`src/rtl/accum_pkg.sv`:
```
// Shared definitions for the visibility-accumulator scheduler: state encoding,
// default geometry and the index-width helper.
package accum_pkg;

  typedef enum logic [1:0] {
    ST_IDLE  = 2'd0,
    ST_RUN   = 2'd1,
    ST_DRAIN = 2'd2
  } state_e;

  localparam int unsigned PSUMS_DEFAULT = 8;
  localparam int unsigned CBITS_DEFAULT = 10;

  // A single partial sum still needs a 1-bit index port.
  function automatic int unsigned abits(input int unsigned n);
    return (n > 1) ? $clog2(n) : 1;
  endfunction

endpackage

```
`src/rtl/accum_sched_wrapcount.sv`:
```
// Modulo counter: counts 0..last_i, flags the terminal value, and wraps to 0 on increment.
module wrapcount #(
  parameter int unsigned Width = 4
) (
  input  logic             clock_i,
  input  logic             reset_ni,
  input  logic             inc_i,
  input  logic             load_i,
  input  logic [Width-1:0] load_val_i,
  input  logic [Width-1:0] last_i,
  output logic [Width-1:0] value_o,
  output logic             wrap_o
);

  logic [Width-1:0] value_q, value_d;

  assign wrap_o  = (value_q == last_i);
  assign value_o = value_q;

  always_comb begin
    value_d = value_q;
    if (load_i) begin
      value_d = load_val_i;
    end else if (inc_i) begin
      value_d = wrap_o ? '0 : value_q + Width'(1);
    end
  end

  always_ff @(posedge clock_i or negedge reset_ni) begin
    if (!reset_ni) begin
      value_q <= '0;
    end else begin
      value_q <= value_d;
    end
  end

endmodule

```
`src/rtl/accum_sched.sv`:
```
// Visibility-accumulator scheduler: maps each sample strobe onto a time-multiplexed
// partial sum and issues registered first/last/index controls with frame-granular start/stop.
module accum_sched
  import accum_pkg::*;
#(
  parameter int unsigned PSUMS = PSUMS_DEFAULT,
  parameter int unsigned CBITS = CBITS_DEFAULT,
  parameter int unsigned ABITS = abits(PSUMS)
) (
  input  logic             clock_i,
  input  logic             reset_ni,
  input  logic             enable_i,
  input  logic [CBITS-1:0] count_i,
  input  logic             valid_i,
  output logic             valid_o,
  output logic             first_o,
  output logic             last_o,
  output logic [ABITS-1:0] index_o,
  output logic             frame_o,
  output logic             busy_o,
  output logic             dropped_o
);

  state_e           state_q, state_d;
  logic [CBITS-1:0] cnt_max_q, cnt_max_d;
  logic [CBITS-1:0] count_min1, cnt_last;
  logic [ABITS-1:0] idx;
  logic [CBITS-1:0] cnt;
  logic             idx_wrap, cnt_wrap;
  logic             strobe, start, frame_done, at_origin;
  logic             dropped_q, dropped_d;

  assign cnt_last = cnt_max_q - CBITS'(1);

  wrapcount #(.Width(ABITS)) u_idx (
    .clock_i    (clock_i),
    .reset_ni   (reset_ni),
    .inc_i      (strobe),
    .load_i     (start),
    .load_val_i ('0),
    .last_i     (ABITS'(PSUMS - 1)),
    .value_o    (idx),
    .wrap_o     (idx_wrap)
  );

  wrapcount #(.Width(CBITS)) u_cnt (
    .clock_i    (clock_i),
    .reset_ni   (reset_ni),
    .inc_i      (strobe && idx_wrap),
    .load_i     (start),
    .load_val_i ('0),
    .last_i     (cnt_last),
    .value_o    (cnt),
    .wrap_o     (cnt_wrap)
  );

  always_comb begin
    strobe     = valid_i && (state_q != ST_IDLE);
    start      = (state_q == ST_IDLE) && enable_i;
    frame_done = strobe && idx_wrap && cnt_wrap;
    at_origin  = (idx == '0) && (cnt == '0);
    count_min1 = (count_i == '0) ? CBITS'(1) : count_i;
    cnt_max_d  = (start || frame_done) ? count_min1 : cnt_max_q;
    state_d    = state_q;
    dropped_d  = dropped_q;
    unique case (state_q)
      ST_IDLE: begin
        if (enable_i) begin
          state_d   = ST_RUN;
          dropped_d = 1'b0;
        end else if (valid_i) begin
          dropped_d = 1'b1;
        end
      end
      ST_RUN: begin
        // Stop straight away only if the counters will sit at the frame origin.
        if (!enable_i) begin
          state_d = (frame_done || (at_origin && !strobe)) ? ST_IDLE : ST_DRAIN;
        end
      end
      ST_DRAIN: begin
        if (enable_i) begin
          state_d = ST_RUN;
        end else if (frame_done) begin
          state_d = ST_IDLE;
        end
      end
      default: state_d = ST_IDLE;
    endcase
  end

  always_ff @(posedge clock_i or negedge reset_ni) begin
    if (!reset_ni) begin
      state_q   <= ST_IDLE;
      cnt_max_q <= CBITS'(1);
      dropped_q <= 1'b0;
      valid_o   <= 1'b0;
      first_o   <= 1'b0;
      last_o    <= 1'b0;
      frame_o   <= 1'b0;
      index_o   <= '0;
      busy_o    <= 1'b0;
    end else begin
      state_q   <= state_d;
      cnt_max_q <= cnt_max_d;
      dropped_q <= dropped_d;
      valid_o   <= strobe;
      first_o   <= strobe && (cnt == '0);
      last_o    <= strobe && cnt_wrap;
      frame_o   <= frame_done;
      if (strobe) begin
        index_o <= idx;
      end
      busy_o    <= (state_d != ST_IDLE);
    end
  end

  assign dropped_o = dropped_q;

endmodule

```
`config.mk`:
```
export PLATFORM = sky130hd
export DESIGN_NAME = accum_sched
export DESIGN_NICKNAME = d
export VERILOG_FILES = /design/src/rtl/accum_pkg.sv /design/src/rtl/accum_sched_wrapcount.sv /design/src/rtl/accum_sched.sv
export SDC_FILE = /design/constraint.sdc
export NUM_CORES = 1
export LEC_CHECK = 0
export CAP_MARGIN = 0
export CORE_MARGIN = 1
export CORE_UTILIZATION = 57
export CTS_BUF_LIST = sky130_fd_sc_hd__clkbuf_4
export CTS_CLUSTER_DIAMETER = 100
export DETAILED_ROUTE_END_ITERATION = 6
export GPL_ROUTABILITY_DRIVEN = 0
export GPL_TIMING_DRIVEN = 1
export PLACE_DENSITY_LB_ADDON = 0.1
export REMOVE_ABC_BUFFERS = 1
export SLEW_MARGIN = 20
export SYNTH_ARGS = -nofsm -noshare
export SYNTH_HDL_FRONTEND = slang
export SYNTH_SLANG_ARGS = --single-unit
```
`constraint.sdc`:
```
create_clock -name clock_i -period 3.1 [get_ports clock_i]
set_input_delay 0.31 -clock clock_i [delete_from_list [all_inputs] [get_ports clock_i]]
set_output_delay 0.31 -clock clock_i [all_outputs]
set_load 0.01 [all_outputs]
```
==> results.json <==
{
  "cts-resized-gates": 0,
  "slowest_delay_ns": 0.44,
  "cts_htree_levels": 2,
  "yosys_most_used_dff": "dfrtp_1",
  "port_buffers": 22,
  "synth_area_leaders": "dfrtp_1 (43%), mux2_4 (7.0%), ha_1 (3.9%)",
  "min_path_type": "input port to asynchronous set/reset pin",
  "cts.hold.buffers_added": 0,
  "critPathSlowestCell": "a21oi_4",
  "grt_pass1_wl_um": 6550,
  "yosysUniqueCellTypes": 48,
  "vias": 1542,
  "grt_max_degree": 35,
  "postSynthAreaPerCell_um2": 10.1,
  "dp_slack_ns": 0.456,
  "worst_slew_pin_slew_ns": 0.788,
  "synthAdderAreaFrac": 0.0389,
  "postRouteWirelength_um": 3970,
  "required_ns": 3.35,
  "mostFrequentLayoutCells": "dfrtp_1 (33), clkdlybuf4s50_1 (22), nand2_1 (20)",
  "grt_usage": 0.255,
  "crit_chain": "inv_1 -> ha_1 -> nor3b_1 -> a221o_1 -> nand2_1 -> o221a_4 -> a21oi_4 -> mux2_4",
  "clock_latency_ns": 0.36,
  "path_clk_slew_ns": 0.11,
  "synthArstFlopShare": 1.00,
  "drt_iter0_markers": 103,
  "yosysTopAreaCell": "dfrtp_1",
  "rows": 20,
  "antennaDiodeCount": 0,
  "worstSetupPathType": "register to register",
  "synth_top_family_by_area": "simple AND/OR/NAND/NOR gates",
  "die_area_um2": 3620,
  "finClkSkew_ns": 0.0114,
  "post-route-period-util": 0.847,
  "dp.cells": 254,
  "syn-cell-area_um2": 1930,
  "die_h_um": 60.2,
  "rsz0062_at_grt": "no",
  "met1_usage": 0.374,
  "fin_util": 0.729,
  "cts_buffers": 5,
  "final_cells": 262,
  "r2r_start": "cnt_max_q[1]",
  "yosys.area_share.simple": 0.225,
  "io_pins": 23,
  "r2r_slack_ns": 0.47,
  "muxShareOfSynthArea": 0.0753,
  "start_util": 0.616,
  "core_area_um2": 3130,
  "ys_warn_count": 0,
  "hold_viol_final": 0,
  "cp_max_fo": 10,
  "seq_area_frac_synth": 0.442,
  "reg2reg_to": "cnt_max_q[1]",
  "cts_sinks": 34,
  "drc": 0,
  "antenna_found_initial": 0,
  "grtUsageMet2": 0.361,
  "outcome": "complete, no violations",
  "final_common_cell": "dfrtp_1",
  "worst-endpoint-arrival_ns": 2.87,
  "hold_ws_ns": 0.329,
  "setup.worst_path.start_class": "register",
  "cts-root-buf": "clkbuf_4",
  "max_cap_viol_count": 0,
  "slew_headroom": 0.475,
  "busiest_layer": "met1",
  "drive_above_1_share": 0.110,
  "avgViaCountPerCell": 5.89,
  "synthToLayoutAreaGrowth_pct": 18.3,
  "wl_per_cell_um": 15.1,
  "powerDensity_nw_per_um2": 580,
  "cts_tree": "built",
  "setup_tns_ns": 0,
  "synth_xor_area_frac": 0.0591,
  "dpl.hpwl_um": 2890,
  "max_freq_mhz": 381,
  "ir_drop_mv": 0.425,
  "grt_pass1_vias": 1353,
  "overflow": 0,
  "p_leak_nw": 1.01,
  "rr_worst_depth": 8,
  "final.min_clock_period_ns": 2.63,
  "synthCells": 191,
  "setup_slack_ns": 0.474,
  "synth-edff-count": 0,
  "drtPass1Iterations": 4,
  "ant_nets": 0,
  "final_nets": 237,
  "drv_slew": 0,
  "ys_ff_latch": 34,
  "setup_viol": 0,
  "worst_setup_path_end_kind": "register",
  "die_w_um": 60.2,
  "synth_compound_area_frac": 0.132,
  "grt_util_met3": 0.0714,
  "yosysTopAreaCellShare": 0.428,
  "cts_buffer_depth": 2,
  "post-cts-setup-buffer-count": 0
}
## logic make-up (layout without fill, tap and decap cells)
family                     Yosys count  after routing
and+or+nand+nor                     81             81
DFF                                 34             34
AOI/OAI and AO/OA                   33             33
buffers and inverters               14             41
xor gates and xnor gates            13             13
muxes                               10             10
adders and majority gates            6              6
## cell usage after synthesis (all sizes together), types with 2 or more instances
cell type  count
o31ai          4
a32o           2
nor2b          4
xnor2          8
nor2          18
and2           3
nand4b         3
or4            3
o221ai         2
nand3          5
a31oi          2
inv            8
nor3b          2
clkbuf         4
mux2           9
a21oi          6
o211ai         3
nor4           3
and3           3
o21ai          7
dfrtp         33
ha             6
or2            2
nand2b         3
nand3b         2
nor3           3
xor2           5
and3b          2
nand2         20
## worst max-delay path: cells and delay by family (launching register included)
kind,cells,cell delay [ns]
mux,1,0.34
flops,1,0.42
simple gates,2,0.49
buf+inv,1,0.07
compound gates,3,1.01
fa+ha+maj,1,0.18
## worst max path at each step
stage                            start                to  slack (ns)  cells after the start
after floorplan           cnt_max_q[0]      cnt_max_q[1]        0.76                      7
after global placement         valid_i      cnt_max_q[1]        0.52                      6
after detailed placement       valid_i      cnt_max_q[7]        0.46                      6
after CTS                 cnt_max_q[1]      cnt_max_q[1]        0.49                      8
after global routing        state_q[1]  u_cnt.value_o[2]        0.29                      6
final                     cnt_max_q[1]      cnt_max_q[1]        0.47                      8
## power breakdown
group          switching, mW  internal, mW
clock                  0.161         0.169
sequential            0.0870         0.526
combinational          0.174         0.207
total                  0.422         0.902
## sequential cells by signal (all words and copies together) (netlist names)
name and flops:
busy_o 1, cnt_max_q 10, dropped_o 1, first_o 1, frame_o 1, index_o 3, last_o 1, state_q 2
u_cnt.value_o 10, u_idx.value_o 3, valid_o 1
## per-stage QoR
| stage | power (mW) | cell area [µm²] |
|---|---|---|
| 6_report | 1.32 | 2280 |
| 5_1_grt | 1.40 | 2280 |
| 4_1_cts | 1.33 | 2280 |
| 3_5_place_dp | 0.999 | 2200 |
| 3_3_place_gp | 0.978 | 2200 |
| 2_1_floorplan | 0.854 | 1910 |
## metal layers
| metal | wire length, µm | vias to the layer above |
|---|---|---|
| met5 | 0 | - |
| met4 | 83 | 0 |
| met3 | 194 | 8 |
| met2 | 1770 | 42 |
| met1 | 1920 | 749 |
| li1 | - | 743 |
## cell type report
type | instances | area, µm²
inverter | 9 | 33.8
sequential | 34 | 852
fill | 238 | 847
multi-input combinational | 143 | 1020
clock buffer | 5 | 37.5
timing repair buffer | 24 | 235
tap | 44 | 55.1
clock inverter | 3 | 45.0
Note: power is estimated with default switching activity, not from simulation.
